$ cat config.mk
export PLATFORM = sky130hd
export DESIGN_NAME = orv64_irf_dbg_port_flat
export DESIGN_NICKNAME = d
export VERILOG_FILES = /design/src/rtl/orv64_irf_dbg_port_if.sv /design/src/rtl/orv64_irf_dbg_port.sv /design/src/flat_wrapper.sv
export SDC_FILE = /design/constraint.sdc
export NUM_CORES = 1
export LEC_CHECK = 0
export ABC_AREA = 1
export CAP_MARGIN = 0
export CORE_MARGIN = 5
export CORE_UTILIZATION = 45
export CTS_CLUSTER_DIAMETER = 40
export DETAILED_ROUTE_END_ITERATION = 10
export PLACE_DENSITY = 0.85
export SETUP_SLACK_MARGIN = 0.1
export SLEW_MARGIN = 20
export SYNTH_ARGS = -nofsm -noshare
export SYNTH_HDL_FRONTEND = slang
export SYNTH_SLANG_ARGS = --single-unit
$ cat constraint.sdc
create_clock -name clk -period 2.9 [get_ports clk]
set_clock_uncertainty 0.1 [all_clocks]
set_input_delay 0.58 -clock clk [delete_from_list [all_inputs] [get_ports clk]]
set_output_delay 0.58 -clock clk [all_outputs]
set_load 0.005 [all_outputs]
$ cat src/rtl/orv64_irf_dbg_port_if.sv
// Debug access bus for the orv64 integer register file: debugger request/response
// channels, regfile read/write ports, and pipeline write-port activity.
interface orv64_irf_dbg_port_if #(
  parameter int XLEN = 64
);
  logic            req_valid;
  logic            req_ready;
  logic            req_we;
  logic [4:0]      req_addr;
  logic [XLEN-1:0] req_wdata;
  logic            rsp_valid;
  logic            rsp_ready;
  logic [XLEN-1:0] rsp_rdata;
  logic            rsp_err;
  logic            core_halted;
  logic            dbg_re;
  logic [4:0]      dbg_ra;
  logic [XLEN-1:0] dbg_rd;
  logic            ma_rd_we;
  logic [4:0]      ma_rd_addr;
  logic            dbg_we;
  logic [4:0]      dbg_wa;
  logic [XLEN-1:0] dbg_wd;

  // Debug-port side: takes requests, returns responses, drives regfile ports.
  modport slave (
    input  req_valid, req_we, req_addr, req_wdata, rsp_ready,
    input  core_halted, dbg_rd, ma_rd_we,
    output req_ready, rsp_valid, rsp_rdata, rsp_err,
    output dbg_re, dbg_ra, dbg_we, dbg_wa, dbg_wd
  );

  // Debugger / core side.
  modport master (
    output req_valid, req_we, req_addr, req_wdata, rsp_ready,
    output core_halted, dbg_rd, ma_rd_we, ma_rd_addr,
    input  req_ready, rsp_valid, rsp_rdata, rsp_err,
    input  dbg_re, dbg_ra, dbg_we, dbg_wa, dbg_wd
  );
endinterface

$ cat src/rtl/orv64_irf_dbg_port.sv
// Debug read/write access to the integer regfile while the core is halted.
// Reads take the regfile read port for one cycle; writes steal an idle write-port cycle or time out.
module orv64_irf_dbg_port #(
  parameter int XLEN       = 64,
  parameter int WR_TIMEOUT = 16
) (
  input  logic                clk,
  input  logic                rst_n,
  orv64_irf_dbg_port_if.slave dbg
);

  localparam logic [7:0] WR_TMO = 8'(WR_TIMEOUT);

  typedef enum logic [2:0] {
    IDLE     = 3'd0,
    RD_ISSUE = 3'd1,
    RD_WAIT  = 3'd2,
    WR_WAIT  = 3'd3,
    RESP     = 3'd4
  } state_t;

  state_t          state_q;
  logic            rdy_q;
  logic [4:0]      addr_q;
  logic [XLEN-1:0] wdata_q;
  logic [7:0]      wait_cnt_q;
  logic            re_q;
  logic [4:0]      ra_q;
  logic            rsp_valid_q;
  logic [XLEN-1:0] rsp_rdata_q;
  logic            rsp_err_q;

  logic            accept;
  logic            wr_x0;
  logic            wr_slot;
  logic [7:0]      wait_cnt_d;

  assign accept     = dbg.req_valid & rdy_q;
  assign wr_x0      = (addr_q == 5'd0);
  assign wait_cnt_d = wait_cnt_q + 8'd1;

  // The write strobe must see this cycle's pipeline write-port activity, so it
  // cannot be registered; everything else leaving the block is a flop.
  assign wr_slot = (state_q == WR_WAIT) & ~dbg.ma_rd_we & ~wr_x0;

  assign dbg.req_ready = rdy_q;
  assign dbg.rsp_valid = rsp_valid_q;
  assign dbg.rsp_rdata = rsp_rdata_q;
  assign dbg.rsp_err   = rsp_err_q;
  assign dbg.dbg_re    = re_q;
  assign dbg.dbg_ra    = ra_q;
  assign dbg.dbg_we    = wr_slot;
  assign dbg.dbg_wa    = wr_slot ? addr_q  : 5'd0;
  assign dbg.dbg_wd    = wr_slot ? wdata_q : '0;

  always_ff @(posedge clk or negedge rst_n) begin
    if (!rst_n) begin
      state_q     <= IDLE;
      rdy_q       <= 1'b0;
      addr_q      <= 5'd0;
      wdata_q     <= '0;
      wait_cnt_q  <= 8'd0;
      re_q        <= 1'b0;
      ra_q        <= 5'd0;
      rsp_valid_q <= 1'b0;
      rsp_rdata_q <= '0;
      rsp_err_q   <= 1'b0;
    end else begin
      re_q <= 1'b0;
      ra_q <= 5'd0;
      case (state_q)
        IDLE: begin
          if (accept) begin
            rdy_q   <= 1'b0;
            addr_q  <= dbg.req_addr;
            wdata_q <= dbg.req_wdata;
            if (!dbg.core_halted) begin
              state_q     <= RESP;
              rsp_valid_q <= 1'b1;
              rsp_rdata_q <= '0;
              rsp_err_q   <= 1'b1;
            end else if (dbg.req_we) begin
              state_q    <= WR_WAIT;
              wait_cnt_q <= 8'd0;
            end else if (dbg.req_addr == 5'd0) begin
              // x0 reads as zero; no need to touch the regfile port.
              state_q     <= RESP;
              rsp_valid_q <= 1'b1;
              rsp_rdata_q <= '0;
              rsp_err_q   <= 1'b0;
            end else begin
              state_q <= RD_ISSUE;
              re_q    <= 1'b1;
              ra_q    <= dbg.req_addr;
            end
          end else begin
            // Also raises ready on the first clock after reset release.
            rdy_q <= 1'b1;
          end
        end
        RD_ISSUE: begin
          state_q <= RD_WAIT;
        end
        RD_WAIT: begin
          state_q     <= RESP;
          rsp_valid_q <= 1'b1;
          rsp_rdata_q <= dbg.dbg_rd;
          rsp_err_q   <= 1'b0;
        end
        WR_WAIT: begin
          if (wr_x0 || !dbg.ma_rd_we) begin
            state_q     <= RESP;
            rsp_valid_q <= 1'b1;
            rsp_rdata_q <= '0;
            rsp_err_q   <= 1'b0;
          end else if (wait_cnt_d == WR_TMO) begin
            state_q     <= RESP;
            rsp_valid_q <= 1'b1;
            rsp_rdata_q <= '0;
            rsp_err_q   <= 1'b1;
          end else begin
            wait_cnt_q <= wait_cnt_d;
          end
        end
        RESP: begin
          if (dbg.rsp_ready) begin
            state_q     <= IDLE;
            rdy_q       <= 1'b1;
            rsp_valid_q <= 1'b0;
            rsp_rdata_q <= '0;
            rsp_err_q   <= 1'b0;
          end
        end
        default: begin
          state_q <= IDLE;
          rdy_q   <= 1'b0;
        end
      endcase
    end
  end

  a_no_rw_overlap: assert property (@(posedge clk) disable iff (!rst_n)
    !(dbg.dbg_re && dbg.dbg_we));

  a_pipe_write_priority: assert property (@(posedge clk) disable iff (!rst_n)
    !(dbg.dbg_we && dbg.ma_rd_we));

  a_rsp_hold: assert property (@(posedge clk) disable iff (!rst_n)
    (rsp_valid_q && !dbg.rsp_ready) |=> (rsp_valid_q && $stable(rsp_rdata_q) && $stable(rsp_err_q)));

endmodule

$ cat src/flat_wrapper.sv
// flat-port wrapper written by rule: the top's interface ports become plain ports
module orv64_irf_dbg_port_flat 
#(
  parameter int XLEN       = 64,
  parameter int WR_TIMEOUT = 16
)
  (clk, rst_n, dbg_req_valid, dbg_req_we, dbg_req_addr, dbg_req_wdata, dbg_rsp_ready, dbg_core_halted, dbg_dbg_rd, dbg_ma_rd_we, dbg_req_ready, dbg_rsp_valid, dbg_rsp_rdata, dbg_rsp_err, dbg_dbg_re, dbg_dbg_ra, dbg_dbg_we, dbg_dbg_wa, dbg_dbg_wd);
  orv64_irf_dbg_port_if #(.XLEN(XLEN)) dbg_i ();
  input  logic clk;
  input  logic rst_n;
  input wire logic [$bits(dbg_i.req_valid)-1:0] dbg_req_valid;
  input wire logic [$bits(dbg_i.req_we)-1:0] dbg_req_we;
  input wire logic [$bits(dbg_i.req_addr)-1:0] dbg_req_addr;
  input wire logic [$bits(dbg_i.req_wdata)-1:0] dbg_req_wdata;
  input wire logic [$bits(dbg_i.rsp_ready)-1:0] dbg_rsp_ready;
  input wire logic [$bits(dbg_i.core_halted)-1:0] dbg_core_halted;
  input wire logic [$bits(dbg_i.dbg_rd)-1:0] dbg_dbg_rd;
  input wire logic [$bits(dbg_i.ma_rd_we)-1:0] dbg_ma_rd_we;
  output wire logic [$bits(dbg_i.req_ready)-1:0] dbg_req_ready;
  output wire logic [$bits(dbg_i.rsp_valid)-1:0] dbg_rsp_valid;
  output wire logic [$bits(dbg_i.rsp_rdata)-1:0] dbg_rsp_rdata;
  output wire logic [$bits(dbg_i.rsp_err)-1:0] dbg_rsp_err;
  output wire logic [$bits(dbg_i.dbg_re)-1:0] dbg_dbg_re;
  output wire logic [$bits(dbg_i.dbg_ra)-1:0] dbg_dbg_ra;
  output wire logic [$bits(dbg_i.dbg_we)-1:0] dbg_dbg_we;
  output wire logic [$bits(dbg_i.dbg_wa)-1:0] dbg_dbg_wa;
  output wire logic [$bits(dbg_i.dbg_wd)-1:0] dbg_dbg_wd;
  assign dbg_i.req_valid = dbg_req_valid;
  assign dbg_i.req_we = dbg_req_we;
  assign dbg_i.req_addr = dbg_req_addr;
  assign dbg_i.req_wdata = dbg_req_wdata;
  assign dbg_i.rsp_ready = dbg_rsp_ready;
  assign dbg_i.core_halted = dbg_core_halted;
  assign dbg_i.dbg_rd = dbg_dbg_rd;
  assign dbg_i.ma_rd_we = dbg_ma_rd_we;
  assign dbg_req_ready = dbg_i.req_ready;
  assign dbg_rsp_valid = dbg_i.rsp_valid;
  assign dbg_rsp_rdata = dbg_i.rsp_rdata;
  assign dbg_rsp_err = dbg_i.rsp_err;
  assign dbg_dbg_re = dbg_i.dbg_re;
  assign dbg_dbg_ra = dbg_i.dbg_ra;
  assign dbg_dbg_we = dbg_i.dbg_we;
  assign dbg_dbg_wa = dbg_i.dbg_wa;
  assign dbg_dbg_wd = dbg_i.dbg_wd;
  orv64_irf_dbg_port #(.XLEN(XLEN), .WR_TIMEOUT(WR_TIMEOUT)) u_core (.clk(clk), .rst_n(rst_n), .dbg(dbg_i));
endmodule
---- Word-level counts from Yosys, hierarchy flattened ----
Index checks and enable logic that the tools add are counted.
word-level totals
  flip-flop bits (word level) ............. 153
  output and inout port bits .............. 143
  logic and storage cells ................. 95
operators by class
  add/subtract/negate cells ............... 1
  equality and inequality tests ........... 14
  mux-type cells .......................... 51
  bitwise logic cells ..................... 6
  reductions and logical operators ........ 13
operator list
  kind                 count
  $mux 64              8
  $pmux 64 s4          1
  $mux 8               5
  $mux 5               6
  $mux 3               7
  $mux 1               19
  $pmux 8 s2           1
  $pmux 3 s5           1
  $reduce_and 6->1     2
  $logic_not 5->1      2
  $ne 2x2->1 const B   5
  $add 8x1->8 const B  1
  $eq 8x5->1 const B   1
  $pmux 1 s4           2
  $eq 3x2->1 const B   2
  $ne 3x3->1 const B   2
  $reduce_and 2->1     2
  $reduce_bool 4->1    1
  $and 1x1->1          3
  $eq 3x1->1 const B   1
  $eq 3x3->1 const B   1
  $logic_not 3->1      1
  $ne 3x2->1 const B   1
  $not 1->1            3
  7 further kinds      7

---- Depth between registers and ports, before layout ----
  word-level depth ........................ 6
  depth in mapped cells ................... 13
  gate-level depth less buffers ........... 12

---- Worst setup path after synthesis ----
No wires, ideal clock.
  kind .................................... reg2out
  start ................................... register u_core.state_q[2]
  end ..................................... output dbg_dbg_wd[36]
  data arrival time ....................... 1348 ps
  data required time ...................... 2220 ps
  setup slack ............................. 872 ps
  stages on the path, launching flop included .. 8
  path through ............................ dfrtp_1 -> nor2_1 -> nand2_1 -> nor2_1 -> nand2_1 -> clkbuf_1 -> buf_2 -> nor2_1
on the way
  word-level cells in the longest chain between the ends .. 4
ends and longest elaborated chain
  element                   RTL line                  source
  start, declared           orv64_irf_dbg_port.sv:22  state_t state_q;
  start signal, assigned    orv64_irf_dbg_port.sv:58  state_q <= IDLE;
  start signal, assigned    orv64_irf_dbg_port.sv:78  state_q <= RESP;
  start signal, assigned    orv64_irf_dbg_port.sv:83  state_q <= WR_WAIT;
  $eq 3x2->1                orv64_irf_dbg_port.sv:44  assign wr_slot = (state_q == WR_WAIT) & ~dbg.ma_rd_we & ~wr_x0;
  $and 1x1->1 (2 in a row)  orv64_irf_dbg_port.sv:44
  $mux 64                   orv64_irf_dbg_port.sv:54  assign dbg.dbg_wd = wr_slot ? wdata_q : '0;
  end, declared             flat_wrapper.sv:27        output wire logic [$bits(dbg_i.dbg_wd)-1:0] dbg_dbg_wd;
Every way passes these cells.

---- Worst setup path after layout ----
  start ................................... register u_core.addr_q[3]
  end ..................................... output dbg_dbg_wd[58]
on the way
  word-level cells in the longest chain between the ends .. 4
ends and longest elaborated chain
  element                 RTL line                  source
  start, declared         orv64_irf_dbg_port.sv:24  logic [4:0] addr_q;
  start signal, assigned  orv64_irf_dbg_port.sv:75  addr_q <= dbg.req_addr;
  $logic_not 5->1         orv64_irf_dbg_port.sv:39  assign wr_x0 = (addr_q == 5'd0);
  $not 1->1               orv64_irf_dbg_port.sv:44
  $and 1x1->1             orv64_irf_dbg_port.sv:44
  $mux 64                 orv64_irf_dbg_port.sv:54
Every way passes these cells.

==> run summary <==
The run finished with clean final reports. Normalized max-slew margin: 0.548. The tool flagged a number of max-cap violations equal to 0.

Share of flip-flops with an asynchronous set or reset: 1.00. At the pin with the least slew margin, the transition time is 0.676 ns. The die is 130 um tall.

For the final routed database, the setup TNS stands at 0 ns. STA classifies the critical path startpoint as a register. Counting I/O delays and the setup requirement, the final critical path takes 2.73 ns.

The maximum number of pins on one net before global-route repair is 129. The portion of synthesized cell area occupied by the leading cell type is 0.594. Net switching power figure: 2.84 mW. Final core utilization: 0.738. Clock-pin slew was measured on the worst setup and hold paths at 0.06 ns. The number of different library cells used by synthesis comes to 26. The count of input and output buffers came out at 282. The switching part of the total power works out to 0.335.

The global-route usage over all layers is 0.238, and the initial antenna violation count is 0. The share of final-layout standard cells stronger than drive strength 1 is 0.0708, and the internal power is 5.63 mW. The type of the tightest min-delay check is in2async. The critical path is of the reg2out type. For the clock network power share, the log shows 0.275. The post-detailed-route count of antenna-violating nets is 0, and the HPWL after detailed placement is 14,200 um.

Once layout is complete, the cells apart from fillers number 1,268. Setup repair after global routing could not meet its margin everywhere. The clock net in this run drives a total of 153 sinks.

The number of max-slew violations in the final report was 0; the wire length reported by the detailed router was 20,300 um. STA classifies the critical path endpoint as a primary output. CTS placed an instance of sky130_fd_sc_hd__clkbuf_16 at the clock tree root. The post-synthesis cell area is 6450 um^2. The synthesized design contains 0 enable-type register cells.

The largest total area in the synthesized netlist belongs to sky130_fd_sc_hd__dfrtp_1. The part of the power in registers is 0.375, and the number of flip-flops and latches in the synthesized netlist is 153. The average cell area after synthesis was 8.20 um^2.

Prior to clock tree synthesis, the placed netlist has a worst setup slack of 0.0381 ns. Row generation in the floorplan step produced 43 rows. In the synthesized netlist, the cells that appear most often are sky130_fd_sc_hd__nand2_1, sky130_fd_sc_hd__dfrtp_1, sky130_fd_sc_hd__nor2_1. The dominant cell by count in the synthesized netlist is sky130_fd_sc_hd__nand2_1. In the synthesized netlist the dominant register cell turns out to be sky130_fd_sc_hd__dfrtp_1. For the number of placed cells counting well taps, the log shows 1,226. The cell count after synthesis came out at 787. The setup slack of the critical path after layout came out at 0.173 ns. STA puts the critical path data arrival time at 2.05 ns.

For the worst setup path, the data required time is 2.22 ns. Timing would allow up to 367 MHz. The via-per-instance ratio was 4.82. The effective utilization at floorplan came out at 0.461. TritonCTS built the clock tree. The highest net fanout along the worst path is 17, and the layout overhead on the synthesized area is 60.0%.

After detailed routing, the number of remaining DRC violations is 0. During I/O placement, the number of pins put on the boundary was 283. For the hold violation count in the final report, the log shows 0. The final worst-path cycle share came out at 0.940. The CTS buffer count was 17; the fraction of the yosys area taken by sequential cells was 0.594. After the first detailed-routing iteration, the DRC count stood at 421. The detailed-routing iteration count for the pre-antenna-repair pass came out at 5. Yosys printed 0 warnings. The core footprint was 14,000 um^2; the combinational cell fraction of total power was 0.350. The remaining global-route overflow came out at 0.

The sum of internal, switching and leakage power was 8.47 mW. 0 antenna diodes ended up in the layout. The maximum clock insertion buffer count is 2.

Setup violations remaining at the end of the flow were counted as 0. The cell area power density works out to 821 nW/um^2. IR analysis of the VDD net gives a maximum drop of 0.618 mV. The global-route wire length before repair came out at 30,900 um. The congestion estimate from routability-driven global placement came to 0.859.

The H-tree was split into 4 levels. For this design the static power due to leakage is 5.52 nW. In this run, post-CTS hold repair placed 0 buffers. In this run the horizontal extent of the chip is 130 um. The die covers 16,800 um^2. After the last flow step, the layout net total stands at 1,217.

The vias after detailed routing was 6,112. The logs give 6,026 for the number of global-route vias before repair and 0.41 ns for the clock network latency to the later pin of the worst-skew pair. The post-synthesis net count is 928.

The routed wire length per instance works out to 16.0 um. Ranked by total cell area, the synthesized netlist is headed by sky130_fd_sc_hd__dfrtp_1, sky130_fd_sc_hd__nand2_1, sky130_fd_sc_hd__o21ai_0.
## through the flow
stage / hold slack (ns) / instance area (um^2)
after floorplan: 0.184 / 6450
after global placement: 0.352 / 9480
after detailed placement: 0.357 / 9480
after CTS: 0.0808 / 10200
after global routing: 0.0973 / 10300
final: 0.0474 / 10300
## state kept, by name, summed over array words and instances (netlist names)
signal	cells
u_core.addr_q	5
u_core.dbg.dbg_ra	5
u_core.dbg.dbg_re	1
u_core.dbg.req_ready	1
u_core.dbg.rsp_err	1
u_core.dbg.rsp_rdata	64
u_core.dbg.rsp_valid	1
u_core.state_q	3
u_core.wait_cnt_q	8
u_core.wdata_q	64
## path summary, 6_finish.rpt
| check | endpoint | from | slack, ns | cells past startpoint |
|---|---|---|---|---|
| worst max-delay path | dbg_dbg_wd[58] | u_core.addr_q[3] | 0.17 | 7 |
| worst min-delay path | u_core.wdata_q[53] | rst_n | 0.05 | 1 |
| worst max register to register | u_core.dbg.rsp_rdata[54] | u_core.wait_cnt_q[0] | 0.86 | 12 |
| worst min register to register | u_core.dbg.rsp_rdata[44] | u_core.dbg.rsp_rdata[44] | 0.37 | 2 |
| max in group asynchronous | u_core.addr_q[2] | rst_n | 1.89 | 2 |
| min in group clk | u_core.dbg.rsp_rdata[44] | u_core.dbg.rsp_rdata[44] | 0.37 | 2 |
## per-layer routing
layer	vias to the layer above	wire length (um)	track usage
li1	2964	-	-
met3	49	1530	0.0737
met4	0	691	0.0917
met1	2860	8120	0.296
met2	239	9910	0.393
met5	-	0	0
## placed cells by master, fill, tap and decap left out, types with 2 or more instances in the layout
master                              n
sky130_fd_sc_hd__bufbuf_16          3
sky130_fd_sc_hd__nand4_1            3
sky130_fd_sc_hd__dlymetal6s2s_1    21
sky130_fd_sc_hd__clkbuf_1           3
sky130_fd_sc_hd__inv_2              4
sky130_fd_sc_hd__clkdlybuf4s50_1  211
sky130_fd_sc_hd__dlygate4sd2_1     38
sky130_fd_sc_hd__nor3_1             4
sky130_fd_sc_hd__nand2_2            3
sky130_fd_sc_hd__clkdlybuf4s15_1    9
sky130_fd_sc_hd__nor2_1            90
sky130_fd_sc_hd__clkbuf_2           2
sky130_fd_sc_hd__nor2_4             3
sky130_fd_sc_hd__inv_1             79
sky130_fd_sc_hd__nand3_1           17
sky130_fd_sc_hd__clkinv_2           3
sky130_fd_sc_hd__nand2_1          303
sky130_fd_sc_hd__bufinv_16          4
sky130_fd_sc_hd__o21ai_0           71
sky130_fd_sc_hd__o21ai_1            2
sky130_fd_sc_hd__dfrtp_1          152
sky130_fd_sc_hd__nand3_2            3
sky130_fd_sc_hd__clkbuf_16         17
sky130_fd_sc_hd__nor2_2             3
sky130_fd_sc_hd__buf_12             5
sky130_fd_sc_hd__clkbuf_8           3
sky130_fd_sc_hd__a21oi_1            2
sky130_fd_sc_hd__buf_4             16
## power by group through the flow
stage	logic [mW]	clock network, mW	registers (mW)
after global placement	2.81	0	3.16
after CTS	2.97	2.36	3.17
after detailed placement	2.87	0	3.20
after floorplan	1.64	0	3.16
final	2.96	2.33	3.18
after global routing	3.33	2.46	3.25
## worst max-delay path, stage by stage, from the launching register on
cell                            delay [ns]
sky130_fd_sc_hd__dfrtp_1              0.39
sky130_fd_sc_hd__nor3_2               0.23
sky130_fd_sc_hd__nand3_2              0.16
sky130_fd_sc_hd__nand2_4              0.14
sky130_fd_sc_hd__buf_12               0.12
sky130_fd_sc_hd__bufbuf_16            0.28
sky130_fd_sc_hd__nor2_1               0.05
sky130_fd_sc_hd__dlygate4sd2_1        0.26
## cell type report
cell class / count / area (um^2)
Clock buffer: 23 / 478
Clock inverter: 8 / 143
Fill cell: 1017 / 3670
Inverter: 83 / 312
Multi-Input combinational cell: 514 / 2170
Sequential cell: 153 / 3830
Tap cell: 180 / 225
Timing Repair Buffer: 307 / 3160
## kinds of logic (layout without fill, tap and decap cells)
kind of cell	Yosys count	count (layout)	share of synthesized area
buffers and inverters	120	421	0.0776
xor gates and xnor gates	1	1	0.00136
DFF	153	153	0.594
and+or+nand+nor	437	437	0.267
adders and majority gates	1	1	0.00194
AOI/OAI and AO/OA	75	75	0.0582
## what timing repair did
action / in CTS / in global routing
gates resized for setup: 59 / 35
gates cloned: 4 / 0
buffers inserted: 5 / 2
pin swaps: 3 / 5
endpoints found under the setup margin: 69 / 38
(Power assumes the default switching activity.)
